$ cat src/rtl/ip_pkt_pkg.sv
// ip_pkt_pkg: Ethernet/IPv4 frame layout constants and rx FSM state type,
// shared by the accelerator's IPv4 receive and transmit paths.
package ip_pkt_pkg;

    typedef enum logic [2:0] {
        IDLE           = 3'd0,
        RECV_ETH_HDR   = 3'd1,
        RECV_IP_HDR    = 3'd2,
        RECV_USER_DATA = 3'd3,
        DISCARD        = 3'd4,
        HOLD           = 3'd5
    } rx_state_e;

    localparam logic [7:0]  ETH_SRC_OFS    = 8'd6;
    localparam logic [7:0]  ETHERTYPE_OFS  = 8'd12;
    localparam logic [7:0]  IP_HDR_OFS     = 8'd14;
    localparam logic [7:0]  IP_SRC_OFS     = 8'd26;
    localparam logic [7:0]  IP_DST_OFS     = 8'd30;
    localparam logic [7:0]  PAYLOAD_OFS    = 8'd34;
    localparam logic [7:0]  FRAME_LEN      = 8'd36;

    localparam logic [15:0] ETHERTYPE_IPV4 = 16'h0800;
    localparam logic [7:0]  IP_VER_IHL     = 8'h45;
    localparam logic [47:0] BCAST_MAC      = 48'hFFFF_FFFF_FFFF;

    // 16-bit ones-complement add; a single end-around carry cannot overflow again.
    function automatic logic [15:0] ones_add(input logic [15:0] a, input logic [15:0] b);
        logic [16:0] s;
        s = {1'b0, a} + {1'b0, b};
        return s[15:0] + {15'd0, s[16]};
    endfunction

endpackage

$ cat src/rtl/ip_hdr_checksum.sv
// ip_hdr_checksum: byte-serial 16-bit ones-complement accumulator (big-endian words).
// Built only when IP_RX_CHECKSUM_EN is defined.
`ifdef IP_RX_CHECKSUM_EN
module ip_hdr_checksum
    import ip_pkt_pkg::*;
(
    input  logic        clk,
    input  logic        rst,
    input  logic        clr,
    input  logic        en,
    input  logic [7:0]  data_in,
    output logic [15:0] sum_next
);

    logic [15:0] sum_q, sum_d;
    logic [7:0]  hi_q, hi_d;
    logic        odd_q, odd_d;

    // Sum including the current byte, so the final word can be judged on its own beat.
    assign sum_next = odd_q ? ones_add(sum_q, {hi_q, data_in}) : sum_q;

    always_comb begin
        sum_d = sum_q;
        hi_d  = hi_q;
        odd_d = odd_q;
        if (clr) begin
            sum_d = '0;
            hi_d  = '0;
            odd_d = 1'b0;
        end else if (en) begin
            if (odd_q) sum_d = sum_next;
            else       hi_d  = data_in;
            odd_d = ~odd_q;
        end
    end

    always_ff @(posedge clk) begin
        if (rst) begin
            sum_q <= '0;
            hi_q  <= '0;
            odd_q <= 1'b0;
        end else begin
            sum_q <= sum_d;
            hi_q  <= hi_d;
            odd_q <= odd_d;
        end
    end

endmodule
`endif

$ cat src/rtl/ip_packet_rx.sv
// ip_packet_rx: parses Ethernet+IPv4 frames from an 8-bit MAC stream and hands accepted
// messages to the accelerator. Define IP_RX_CHECKSUM_EN to also verify the IPv4 header checksum.
module ip_packet_rx
    import ip_pkt_pkg::*;
#(
    parameter int AXI_S_DATA_WIDTH = 8,
    parameter int IP_ADDR_WIDTH    = 32,
    parameter int MAC_ADDR_WIDTH   = 48,
    parameter int ACCEL_DATA_WIDTH = 10,
    parameter bit ACCEPT_BROADCAST = 1'b1
) (
    input  logic                        aclk,
    input  logic                        areset,
    input  logic [IP_ADDR_WIDTH-1:0]    ACCELERATOR_IP_ADDRESS,
    input  logic [MAC_ADDR_WIDTH-1:0]   ACCELERATOR_MAC_ADDRESS,
    input  logic [AXI_S_DATA_WIDTH-1:0] MAC_DATA_IN,
    input  logic                        MAC_DATA_VALID,
    output logic                        MAC_DATA_READY,
    input  logic                        MAC_DATA_FIRST,
    input  logic                        MAC_DATA_LAST,
    output logic [IP_ADDR_WIDTH-1:0]    SENDER_IP_ADDRESS,
    output logic [MAC_ADDR_WIDTH-1:0]   SENDER_MAC_ADDRESS,
    output logic [ACCEL_DATA_WIDTH-1:0] RECEIVED_MESSAGE,
    output logic                        MESSAGE_VALID,
    input  logic                        MESSAGE_ACCEPT,
    output logic [7:0]                  DROP_COUNT
);

    rx_state_e                   state_q, state_d;
    logic [7:0]                  cnt_q, cnt_d;
    logic [MAC_ADDR_WIDTH-9:0]   dst_mac_q, dst_mac_d;
    logic [IP_ADDR_WIDTH-9:0]    dst_ip_q, dst_ip_d;
    logic [MAC_ADDR_WIDTH-1:0]   src_mac_q, src_mac_d;
    logic [IP_ADDR_WIDTH-1:0]    src_ip_q, src_ip_d;
    logic [1:0]                  msg_hi_q, msg_hi_d;
    logic [IP_ADDR_WIDTH-1:0]    sender_ip_q, sender_ip_d;
    logic [MAC_ADDR_WIDTH-1:0]   sender_mac_q, sender_mac_d;
    logic [ACCEL_DATA_WIDTH-1:0] message_q, message_d;
    logic                        valid_q, valid_d;
    logic [7:0]                  drop_q, drop_d;

    logic                        beat;
    logic                        parse;
    logic [7:0]                  idx;
    logic [7:0]                  nxt;
    logic                        field_fail;
    logic [1:0]                  drop_inc;
    logic [8:0]                  drop_sum;
    logic [MAC_ADDR_WIDTH-1:0]   dst_mac_full;
    logic [IP_ADDR_WIDTH-1:0]    dst_ip_full;

    assign MAC_DATA_READY     = (state_q != HOLD);
    assign beat               = MAC_DATA_VALID && MAC_DATA_READY;
    assign dst_mac_full       = {dst_mac_q, MAC_DATA_IN};
    assign dst_ip_full        = {dst_ip_q, MAC_DATA_IN};
    assign SENDER_IP_ADDRESS  = sender_ip_q;
    assign SENDER_MAC_ADDRESS = sender_mac_q;
    assign RECEIVED_MESSAGE   = message_q;
    assign MESSAGE_VALID      = valid_q;
    assign DROP_COUNT         = drop_q;

`ifdef IP_RX_CHECKSUM_EN
    logic [15:0] csum_next;
    logic        csum_clr;
    logic        csum_en;

    assign csum_clr = parse && (idx == '0);
    assign csum_en  = parse && (idx >= IP_HDR_OFS) && (idx < PAYLOAD_OFS);

    ip_hdr_checksum u_csum (
        .clk      (aclk),
        .rst      (areset),
        .clr      (csum_clr),
        .en       (csum_en),
        .data_in  (MAC_DATA_IN),
        .sum_next (csum_next)
    );
`endif

    always_comb begin
        state_d      = state_q;
        cnt_d        = cnt_q;
        dst_mac_d    = dst_mac_q;
        dst_ip_d     = dst_ip_q;
        src_mac_d    = src_mac_q;
        src_ip_d     = src_ip_q;
        msg_hi_d     = msg_hi_q;
        sender_ip_d  = sender_ip_q;
        sender_mac_d = sender_mac_q;
        message_d    = message_q;
        valid_d      = valid_q;
        parse        = 1'b0;
        idx          = cnt_q;
        nxt          = cnt_q;
        field_fail   = 1'b0;
        drop_inc     = 2'd0;

        // A FIRST beat mid-frame drops the old frame and restarts parsing at byte 0.
        case (state_q)
            HOLD: begin
                if (valid_q && MESSAGE_ACCEPT) begin
                    valid_d = 1'b0;
                    state_d = IDLE;
                end
            end
            IDLE: begin
                if (beat && MAC_DATA_FIRST) begin
                    parse = 1'b1;
                    idx   = '0;
                end
            end
            DISCARD: begin
                if (beat) begin
                    if (MAC_DATA_FIRST) begin
                        drop_inc = 2'd1;
                        parse    = 1'b1;
                        idx      = '0;
                    end else if (MAC_DATA_LAST) begin
                        drop_inc = 2'd1;
                        state_d  = IDLE;
                        cnt_d    = '0;
                    end
                end
            end
            default: begin
                if (beat) begin
                    parse = 1'b1;
                    if (MAC_DATA_FIRST) begin
                        drop_inc = 2'd1;
                        idx      = '0;
                    end
                end
            end
        endcase

        if (parse) begin
            if (idx < ETH_SRC_OFS - 8'd1)
                dst_mac_d = {dst_mac_q[MAC_ADDR_WIDTH-17:0], MAC_DATA_IN};
            if (idx == ETH_SRC_OFS - 8'd1)
                field_fail = !((dst_mac_full == ACCELERATOR_MAC_ADDRESS) ||
                               (ACCEPT_BROADCAST && (dst_mac_full == BCAST_MAC)));
            if ((idx >= ETH_SRC_OFS) && (idx < ETHERTYPE_OFS))
                src_mac_d = {src_mac_q[MAC_ADDR_WIDTH-9:0], MAC_DATA_IN};
            if (idx == ETHERTYPE_OFS)
                field_fail = (MAC_DATA_IN != ETHERTYPE_IPV4[15:8]);
            if (idx == ETHERTYPE_OFS + 8'd1)
                field_fail = (MAC_DATA_IN != ETHERTYPE_IPV4[7:0]);
            if (idx == IP_HDR_OFS)
                field_fail = (MAC_DATA_IN != IP_VER_IHL);
            if ((idx >= IP_SRC_OFS) && (idx < IP_DST_OFS))
                src_ip_d = {src_ip_q[IP_ADDR_WIDTH-9:0], MAC_DATA_IN};
            if ((idx >= IP_DST_OFS) && (idx < PAYLOAD_OFS - 8'd1))
                dst_ip_d = {dst_ip_q[IP_ADDR_WIDTH-17:0], MAC_DATA_IN};
            if (idx == PAYLOAD_OFS - 8'd1)
                field_fail = (dst_ip_full != ACCELERATOR_IP_ADDRESS);
`ifdef IP_RX_CHECKSUM_EN
            if ((idx == PAYLOAD_OFS - 8'd1) && (csum_next != 16'hFFFF))
                field_fail = 1'b1;
`endif
            if (idx == PAYLOAD_OFS)
                msg_hi_d = MAC_DATA_IN[1:0];

            nxt   = idx + 8'd1;
            cnt_d = nxt;
            if (MAC_DATA_LAST) begin
                cnt_d = '0;
                if ((idx == FRAME_LEN - 8'd1) && !field_fail) begin
                    sender_ip_d  = src_ip_q;
                    sender_mac_d = src_mac_q;
                    message_d    = {msg_hi_q, MAC_DATA_IN};
                    valid_d      = 1'b1;
                    state_d      = HOLD;
                end else begin
                    drop_inc = drop_inc + 2'd1;
                    state_d  = IDLE;
                end
            end else if (field_fail || (idx == FRAME_LEN - 8'd1)) begin
                state_d = DISCARD;
            end else if (nxt < IP_HDR_OFS) begin
                state_d = RECV_ETH_HDR;
            end else if (nxt < PAYLOAD_OFS) begin
                state_d = RECV_IP_HDR;
            end else begin
                state_d = RECV_USER_DATA;
            end
        end

        drop_sum = {1'b0, drop_q} + {7'd0, drop_inc};
        drop_d   = drop_sum[8] ? 8'hFF : drop_sum[7:0];
    end

    always_ff @(posedge aclk) begin
        if (areset) begin
            state_q      <= IDLE;
            cnt_q        <= '0;
            dst_mac_q    <= '0;
            dst_ip_q     <= '0;
            src_mac_q    <= '0;
            src_ip_q     <= '0;
            msg_hi_q     <= '0;
            sender_ip_q  <= '0;
            sender_mac_q <= '0;
            message_q    <= '0;
            valid_q      <= 1'b0;
            drop_q       <= '0;
        end else begin
            state_q      <= state_d;
            cnt_q        <= cnt_d;
            dst_mac_q    <= dst_mac_d;
            dst_ip_q     <= dst_ip_d;
            src_mac_q    <= src_mac_d;
            src_ip_q     <= src_ip_d;
            msg_hi_q     <= msg_hi_d;
            sender_ip_q  <= sender_ip_d;
            sender_mac_q <= sender_mac_d;
            message_q    <= message_d;
            valid_q      <= valid_d;
            drop_q       <= drop_d;
        end
    end

endmodule

$ cat config.mk
export PLATFORM = sky130hd
export DESIGN_NAME = ip_packet_rx
export DESIGN_NICKNAME = d
export VERILOG_FILES = /design/src/rtl/ip_pkt_pkg.sv /design/src/rtl/ip_hdr_checksum.sv /design/src/rtl/ip_packet_rx.sv
export SDC_FILE = /design/constraint.sdc
export NUM_CORES = 1
export LEC_CHECK = 0
export ABC_AREA = 1
export CAP_MARGIN = 15
export CORE_UTILIZATION = 53
export DETAILED_ROUTE_END_ITERATION = 16
export GPL_TIMING_DRIVEN = 1
export PLACE_DENSITY_LB_ADDON = 0.3
export SYNTH_ARGS = -nofsm -noshare
export SYNTH_HDL_FRONTEND = slang
export SYNTH_SLANG_ARGS = --single-unit
$ cat constraint.sdc
create_clock -name aclk -period 6.5 [get_ports aclk]
set_clock_uncertainty 0.05 [all_clocks]
set_input_delay 1.95 -clock aclk [delete_from_list [all_inputs] [get_ports aclk]]
set_output_delay 1.95 -clock aclk [all_outputs]
set_load 0.02 [all_outputs]
# Word-level counts from Yosys, hierarchy flattened
# Cells that the tools add are included.
[totals]
regBits = 256
out_inout_bits = 100
wordCells = 117
[op_classes]
n_addsub = 3
n_lt_le_gt_ge = 9
n_eq_ne = 20
muxes = 47
reduce_logical = 26
[ops]
columns = ["operator", "count"]
rows = [
  ["$mux W8", 10],
  ["$eq A48 B48 Y1", 1],
  ["$eq A48 B48 Y1 const B", 1],
  ["$ne A32 B32 Y1", 1],
  ["$eq A8 B4 Y1 const B", 3],
  ["$eq A8 B6 Y1 const B", 3],
  ["$mux W3", 8],
  ["$mux W1", 21],
  ["$ge A8 B5 Y1 const B", 2],
  ["$lt A8 B4 Y1 const B", 2],
  ["$lt A8 B6 Y1 const B", 2],
  ["$pmux W8 S2", 1],
  ["$ne A3 B3 Y1 const B", 5],
  ["$reduce_and A2 Y1", 5],
  ["$add A8 B2 Y9", 1],
  ["$add A8 B1 Y8 const B", 1],
  ["$eq A8 B3 Y1 const B", 1],
  ["$ge A8 B3 Y1 const B", 1],
  ["$lt A8 B3 Y1 const B", 1],
  ["$lt A8 B5 Y1 const B", 1],
  ["$mux W2", 4],
  ["$ne A8 B4 Y1 const B", 1],
  ["$ne A8 B7 Y1 const B", 1],
  ["$reduce_bool A8 Y1", 1],
  ["16 further kinds", 27],
]

# Longest topological paths before layout
# Gate-level depths: netlist of the first run.
[depth]
depth_word = 19
ltp_mapped = 29
depth_no_buf = 27

# Least setup slack after synthesis of the first run
# No wires, ideal clock.
[synth_path]
path_type = "in2reg"
start = "in MAC_DATA_FIRST"
end = "reg drop_q[1], in the netlist DROP_COUNT[1]"
setup_ns = 0.070
arrival_ns = 5.171
slack_ns = 1.208
path_stages = 25
n_path_buf = 2
path_cell_list = "nand3_4 > buf_6 > nand2_1 > inv_1 > ha_1 > inv_1 > nor3_1 > nand2_1 > inv_1 > nand3_1 > nand3_2 > nand2_2 > buf_6 > nand2_1 > ha_1 > nand2_1 > o21ai_0 > ha_1 > inv_1 > fa_1 > nor4_1 > nand2_1 > nor2_1 > inv_1 > a21oi_1"
[synth_via]
elab_chain_cells = 17
elab_cells_between_ends = 34
cone_classes = "2 x add/sub; 6 x eq/ne; 23 x mux; 3 x reduce/logical"
[synth_rtl]
columns = ["item", "line_no", "text"]
rows = [
  ["from (decl)", "ip_packet_rx.sv:19", "input logic MAC_DATA_FIRST,"],
  ["$mux W8 / $logic_and A1 B1 Y1 (equally long branches)", "ip_packet_rx.sv:114, ip_packet_rx.sv:128, ip_packet_rx.sv:107", ""],
  ["$mux W8, on equally long branches", "ip_packet_rx.sv:126, ip_packet_rx.sv:107", ""],
  ["$pmux W8 S2", "ip_packet_rx.sv:99", "case (state_q)"],
  ["$eq A8 B3 Y1", "ip_packet_rx.sv:139", "if (idx == ETH_SRC_OFS - 8'd1)"],
  ["$mux W1", "ip_packet_rx.sv:139", ""],
  ["$mux W1", "ip_packet_rx.sv:144", "if (idx == ETHERTYPE_OFS)"],
  ["$mux W1", "ip_packet_rx.sv:146", "if (idx == ETHERTYPE_OFS + 8'd1)"],
  ["$mux W1", "ip_packet_rx.sv:148", "if (idx == IP_HDR_OFS)"],
  ["$mux W1", "ip_packet_rx.sv:154", "if (idx == PAYLOAD_OFS - 8'd1)"],
  ["$mux W1", "ip_packet_rx.sv:136", "if (parse) begin"],
  ["$logic_not A1 Y1", "ip_packet_rx.sv:167", "if ((idx == FRAME_LEN - 8'd1) && !field_fail) begin"],
  ["$logic_and A1 B1 Y1", "ip_packet_rx.sv:167", ""],
  ["$mux W2", "ip_packet_rx.sv:167", ""],
  ["$mux W2", "ip_packet_rx.sv:165", "if (MAC_DATA_LAST) begin"],
  ["$mux W2 (*)", "ip_packet_rx.sv:136", ""],
  ["$add A8 B2 Y9 (*)", "ip_packet_rx.sv:188", "drop_sum = {1'b0, drop_q} + {7'd0, drop_inc};"],
  ["$mux W8 (*)", "ip_packet_rx.sv:189", "drop_d = drop_sum[8] ? 8'hFF : drop_sum[7:0];"],
  ["to (signal assigned)", "ip_packet_rx.sv:218", "drop_q <= drop_d;"],
  ["to (decl)", "ip_packet_rx.sv:40", "logic [7:0] drop_q, drop_d;"],
]
# Every way passes the cells marked *; elsewhere a longest branch is shown, timed or not. The select of a mux whose other input is x is not followed.
# A chain may end at the register's enable or synchronous reset.

# Worst setup path after layout of the first run
[layout_path]
start = "in MAC_DATA_VALID"
end = "reg drop_q[1], in the netlist DROP_COUNT[1]"
[layout_via]
elab_chain_cells = 18
elab_cells_between_ends = 32
cone_classes = "2 x add/sub; 6 x eq/ne; 20 x mux; 4 x reduce/logical"
[layout_rtl]
columns = ["item", "line_no", "text"]
rows = [
  ["from (decl)", "ip_packet_rx.sv:17", "input logic MAC_DATA_VALID,"],
  ["$logic_and A1 B1 Y1 (*)", "ip_packet_rx.sv:53", "assign beat = MAC_DATA_VALID && MAC_DATA_READY;"],
  ["$logic_and A1 B1 Y1", "ip_packet_rx.sv:107", "if (beat && MAC_DATA_FIRST) begin"],
  ["$mux W8", "ip_packet_rx.sv:107", ""],
  ["$pmux W8 S2", "ip_packet_rx.sv:99", ""],
  ["$eq A8 B3 Y1", "ip_packet_rx.sv:139", ""],
  ["$mux W1", "ip_packet_rx.sv:139", ""],
  ["$mux W1", "ip_packet_rx.sv:144", ""],
  ["$mux W1", "ip_packet_rx.sv:146", ""],
  ["[2 not listed]", "-", ""],
  ["$mux W1", "ip_packet_rx.sv:136", ""],
  ["$logic_not A1 Y1", "ip_packet_rx.sv:167", ""],
  ["$logic_and A1 B1 Y1", "ip_packet_rx.sv:167", ""],
  ["$mux W2", "ip_packet_rx.sv:167", ""],
  ["$mux W2", "ip_packet_rx.sv:165", ""],
  ["$mux W2 (*)", "ip_packet_rx.sv:136", ""],
  ["$add A8 B2 Y9 (*)", "ip_packet_rx.sv:188", ""],
  ["$mux W8 (*)", "ip_packet_rx.sv:189", ""],
]
# Marks and branches as above.

==> reports/metrics.csv, run 1 <==
metric,value,unit
chipWidth,148,µm
finalCriticalPeriod,5.63,ns
leakagePower,0.00504,µW
max_freq,178,MHz
grt_first_pass_wirelength,49.8,mm
hold_path_class,flip-flop to flip-flop,
worst_slack,0.874,ns
rsz0062_at_grt,no,
holdWs,0.408,ns
ir_drop,154,µV
ioPinCount,194,
dieArea,21900,µm²
hold_viol,0,
final_util,68.1,%
io_buffers,193,
drc,0,
clockRootBuffer,clkbuf_16,
maxCapViolations,0,
track_usage,27.9,%
cts_made_buffers,25,
viasPerCell,5.49,
core_area,20600,µm²
synth.distinct_cells,34,
cts_setup_buffers,0,
yosysTopAreaCell,dfxtp_1,
insertion_delay,0.52,ns
synth-edff-count,0,
area_delta_synth_final,24.2,%
rows,52,
ys_seq_elements,256,
wl_per_cell,16.0,µm
cp-end-kind,flip-flop,
critPathKind,input port to flip-flop,
cts_tree,yes,
num_vias,10600,
setup-tns-final,0,ns
worstSetupStartpoint,MAC_DATA_VALID,
dr.pass1.iters,5,
nNetsFinal,1749,
antenna_left,0,
overflow,0,
critPathRequiredTime,6.88,ns
grt_pass1_vias,9842,
dp_hpwl,20.6,mm
status,completed,
antenna_found_initial,1,
timing.rr.end,DROP_COUNT[1],
yosys_warnings,0,
synth_area_leaders,"dfxtp_1 (45%), nand2_1 (10%), a21oi_1 (8.9%)",
fp.dieH,148,µm
clock_sinks,256,
cts_buffer_depth,3,
ctsHoldBuffers,0,
r2r-start,state_q[2],
synth_common_cells,"nand2_1 (314), dfxtp_1 (256), a21oi_1 (201)",
max_slew.worst_pin.slew,1.10,ns
synthFlopType,dfxtp_1,
yosysTopAreaCellShare,45.4,%
ff2ff_path_depth,25,
start_util,54.9,%
clkTransAtPathRegs,0.06,ns
setup_viol,0,
htree_levels,1,
reg2reg_slack,2.34,ns
relSlewSlack,26.5,%
drive_gt1_share,5.11,%
critical_path_arrival,6.01,ns
report.final.slew_viol_count,0,
syn_inst,1519,
grt_max_degree,94,
cts.repair.resized,0,
nFillCells,1784,
avgSynthCellArea,7.42,µm²
drtIter0Drc,930,
synthArstFlopShare,0,%
power,3320,µW
place_ws,0.360,ns
place_congestion,0.906,
synth.most_common_cell,nand2_1,
syn-cell-area,11300,µm²
wl,31.0,mm
critPathCapture,DROP_COUNT[1],
power_density,237,nW/µm²
fin_crit_sh,86.6,%
start_kind,input port,
yosysSeqAreaShare,45.4,%
synth_nets,1621,
cp_max_fo,17,
## per-layer routing
metal / global-route usage [%] / wire, µm / share of wire (%) / vias to the layer above
met5: 0 / 0 / 0 / -
met1: 38.0 / 13900 / 45 / 4903
li1: - / - / - / 5314
met3: 3.67 / 1820 / 5.9 / 53
met2: 46.0 / 14600 / 47 / 348
met4: 8.45 / 737 / 2.4 / 0
## state kept, by name (all words and copies together) (netlist names), 8 cells and up
| register | count |
|---|---|
| dst_ip_q | 24 |
| SENDER_MAC_ADDRESS | 48 |
| cnt_q | 8 |
| SENDER_IP_ADDRESS | 32 |
| RECEIVED_MESSAGE | 10 |
| DROP_COUNT | 8 |
| src_mac_q | 48 |
| dst_mac_q | 40 |
| src_ip_q | 32 |
## layout by cell type (no fill, tap or decap), drive strengths merged
cell,Yosys,layout
nand2,317,317
dfxtp,256,256
a21oi,201,201
clkdlybuf4s50,0,192
nor2,155,155
o21ai,149,149
nand4,99,99
inv,89,89
xnor2,39,39
clkbuf,50,35
nand3,34,34
xor2,21,21
nor3,18,18
buf,57,16
a211oi,9,9
ha,7,7
or2,6,6
clkinv,0,5
nor4,4,4
o211ai,3,3
bufinv,0,3
nand3b,2,2
diode,0,1
a31oi,1,1
o311ai,1,1
fa,1,1
## worst max-delay path: stages
cell and delay (ns):
clkdlybuf4s50_1 0.55, nand3_4 0.23, nand2_1 0.23, inv_1 0.12, ha_1 0.21, inv_1 0.11, nor3_1 0.06, nand2_1 0.07
inv_1 0.04, nand3_1 0.08, nand3_2 0.10, nand2_4 0.07, nand2_1 0.07, ha_1 0.27, nand2_1 0.04, o21ai_0 0.07
ha_1 0.18, inv_1 0.06, fa_1 0.42, nor4_1 0.51, nand2_1 0.09, nor2_1 0.19, inv_1 0.11, a21oi_1 0.14
## cells by family after synthesis
logic type / share of synthesized area, %
xor gates and xnor gates: 4.66
DFF: 45.4
buffers and inverters: 7.65
AOI/OAI and AO/OA: 16.5
and+or+nand+nor: 24.8
adders and majority gates: 0.954
## where the power goes
part,switching (µW),internal [µW]
Clock,589,868
Combinational,139,108
Sequential,25.8,1590
## area by class of cell
class,count,area [µm²],share of cell area [%]
Tap cell,270,338,2.41
Clock inverter,8,115,0.822
Antenna cell,1,2.50,0.0179
Sequential cell,256,5120,36.6
Clock buffer,35,703,5.02
Inverter,89,334,2.39
Timing Repair Buffer,208,2060,14.7
Multi-Input combinational cell,1067,5320,38.0
## how the worst min path moves through the flow
stage	startpoint	endpoint	depth (start not counted)
global route	SENDER_MAC_ADDRESS[39]	SENDER_MAC_ADDRESS[39]	2
detailed placement	SENDER_MAC_ADDRESS[20]	SENDER_MAC_ADDRESS[20]	2
floorplan	dst_ip_q[23]	dst_ip_q[23]	2
CTS	SENDER_MAC_ADDRESS[20]	SENDER_MAC_ADDRESS[20]	2
global placement	SENDER_MAC_ADDRESS[16]	SENDER_MAC_ADDRESS[16]	2
finish	SENDER_MAC_ADDRESS[20]	SENDER_MAC_ADDRESS[20]	2
## metrics by stage
stage                     cell area, µm²  instances
after global routing               14000       1933
after floorplan                    11300       1519
after global placement             13200       1889
after detailed placement           13200       1889
after CTS                          14000       1932
final                              14000       1934
Note: power is estimated with default switching activity, not from simulation.
==> run 2: changes to the inputs <==
--- a/config.mk
+++ b/config.mk
@@ -7,10 +7,12 @@
 export LEC_CHECK = 0
 export ABC_AREA = 1
 export CAP_MARGIN = 15
-export CORE_UTILIZATION = 53
+export CELL_PAD_IN_SITES_DETAIL_PLACEMENT = 0
+export CELL_PAD_IN_SITES_GLOBAL_PLACEMENT = 2
+export CORE_UTILIZATION = 30
 export DETAILED_ROUTE_END_ITERATION = 16
 export GPL_TIMING_DRIVEN = 1
-export PLACE_DENSITY_LB_ADDON = 0.3
+export PLACE_DENSITY_LB_ADDON = 0.2
 export SYNTH_ARGS = -nofsm -noshare
 export SYNTH_HDL_FRONTEND = slang
 export SYNTH_SLANG_ARGS = --single-unit
==> reports/metrics.csv, run 2 (synthesis gave the netlist of run 1 again) <==
metric,value,unit,change
cp-end-kind,flip-flop,,
critical_path_arrival,5.92,ns,-0.09 ns
cts.repair.resized,0,,unchanged
relSlewSlack,33.6,%,+7.1 points
hold_viol,0,,unchanged
area_delta_synth_final,28.2,%,
core_area,36800,µm²,+79%
hold_path_class,flip-flop to flip-flop,,
ctsHoldBuffers,0,,unchanged
final_common_cell,nand2_1,,
grt_max_degree,85,,-9.6%
clkTransAtPathRegs,0.06,ns,about the same
dp_hpwl,24.8,mm,+21%
insertion_delay,0.55,ns,+0.03 ns
clock_sinks,256,,unchanged
cp_max_fo,8,,-9
crit_path_top_delay_cell,clkdlybuf4s50_1,,
worst_slack,1.00,ns,+0.128 ns
place_ws,0.472,ns,+0.112 ns
wl,36.6,mm,+18%
crit_path_max_incr_delay,0.61,ns,+0.06 ns
overflow,0,,unchanged
rows,70,,+35%
max_freq,182,MHz,+2.3%
start_util,30.7,%,-24 points
clockRootBuffer,clkbuf_16,,
maxCapViolations,0,,unchanged
crit_top_cell,nand2_1,,
drc,0,,unchanged
setup_viol,0,,unchanged
antenna_cells,0,,-1
chipWidth,196,µm,+32%
num_vias,10300,,-2.9%
dr.pass1.iters,5,,unchanged
ir_drop,173,µV,+12%
finalCriticalPeriod,5.50,ns,-0.128 ns
fp.dieH,196,µm,+32%
viasPerCell,4.79,,-13%
numPlacedInstances,2096,,+11%
htree_levels,1,,unchanged
dieArea,38400,µm²,+75%
start_kind,input port,,
max_slew.worst_pin.slew,0.994,ns,-0.108 ns
final_util,39.3,%,-29 points
crit_buf_inv,5,,-1
nNetsFinal,1763,,+0.80%
status,completed,,
antenna_left,0,,unchanged
crit_family,simple AND/OR/NAND/NOR gates,,
power_density,243,nW/µm²,+2.3%
ioPinCount,194,,unchanged
final_cells,2151,,+11%
drtIter0Drc,554,,-40%
crit_path_cell_trace,"clkdlybuf4s50_1, inv_1, nor3_1, nand2_1, nor2_1, nand3_1, nand2_1, inv_1, nand3_1, nand3_2, nand2_4, nand2_1, ha_1, nand2_1, o21ai_0, ha_1, inv_1, fa_1, nor4_1, nand2_1, nor2_1, inv_1, a21oi_1",,
leakagePower,0.00516,µW,+2.3%
io_buffers,193,,unchanged
grt_pass1_vias,10100,,+3.0%
critPathKind,input port to flip-flop,,
track_usage,19.0,%,-8.9 points
report.final.slew_viol_count,0,,unchanged
cts_buffer_depth,3,,unchanged
fin_crit_sh,84.6,%,-2.0 points
critPathRequiredTime,6.92,ns,+0.04 ns
grt_first_pass_wirelength,58.3,mm,+17%
final_cell_mix,"nand2_1 (314), dfxtp_1 (256), a21oi_1 (201), clkdlybuf4s50_1 (192), nor2_1 (149)",,
setup-tns-final,0,ns,unchanged
rsz0062_at_grt,no,,
wl_per_cell,17.0,µm,+6.2%
drive_gt1_share,6.12,%,+1.0 points
cts_made_buffers,31,,+24%
cts_tree,yes,,
cts_setup_buffers,0,,unchanged
place_congestion,0.840,,-7.2%
antenna_found_initial,1,,unchanged
-- run 2: changes by cell type in the layout (fill, tap and decap cells not counted) --
cell / delta
buf_12: +2
buf_16: -1
buf_4: +7
bufinv_16: -3
clkbuf_1: +2
clkbuf_16: +6
clkbuf_8: +4
clkinv_2: +3
diode_2: -1
inv_2: -1
inv_6: +1
-- run 2: stage by stage --
stage	power (µW)	hold WS, ns	area (µm²)
final	3510	0.409	14500
after global routing	3650	0.430	14500
after CTS	3560	0.412	14500
after detailed placement	1910	0.402	13500
after global placement	1910	0.400	13500
after floorplan	1790	0.392	11300
-- run 2: report_power, final --
| part | leakage (µW) | internal [µW] | total, µW | switching (µW) |
|---|---|---|---|---|
| sequential | 0.00207 | 1590 | 1620 | 26.5 |
| clock | 0.000481 | 961 | 1630 | 673 |
| combinational | 0.00261 | 110 | 256 | 146 |
-- run 2: routing by layer --
metal | share of wire [%] | wire, µm | global-route usage, %
met1 | 49 | 17900 | 26.3
met4 | 1.5 | 534 | 3.30
met2 | 46 | 16900 | 31.6
met5 | 0.033 | 12 | 0
met3 | 3.8 | 1380 | 2.85
-- run 2: worst paths after layout --
check | cells after the start | startpoint | end | slack (ns)
max | 23 | MAC_DATA_IN[7] | DROP_COUNT[2] | 1.00
max reg2reg | 21 | state_q[2] | DROP_COUNT[2] | 2.45
min | 2 | SENDER_IP_ADDRESS[2] | SENDER_IP_ADDRESS[2] | 0.41
min reg2reg | 2 | SENDER_IP_ADDRESS[2] | SENDER_IP_ADDRESS[2] | 0.41
-- run 2: layout make-up --
cell class	instances	area, µm²
clock buffer	47	916
sequential	256	5120
inverter	89	335
tap	468	586
timing repair buffer	216	2130
clock inverter	8	43.8
fill	3924	22300
multi-input combinational	1067	5320
-- run 2: worst min-delay path, stage by stage, from the launching register on --
cell and delay, ns:
dfxtp_1 0.31, nand2_1 0.06, a21oi_1 0.05
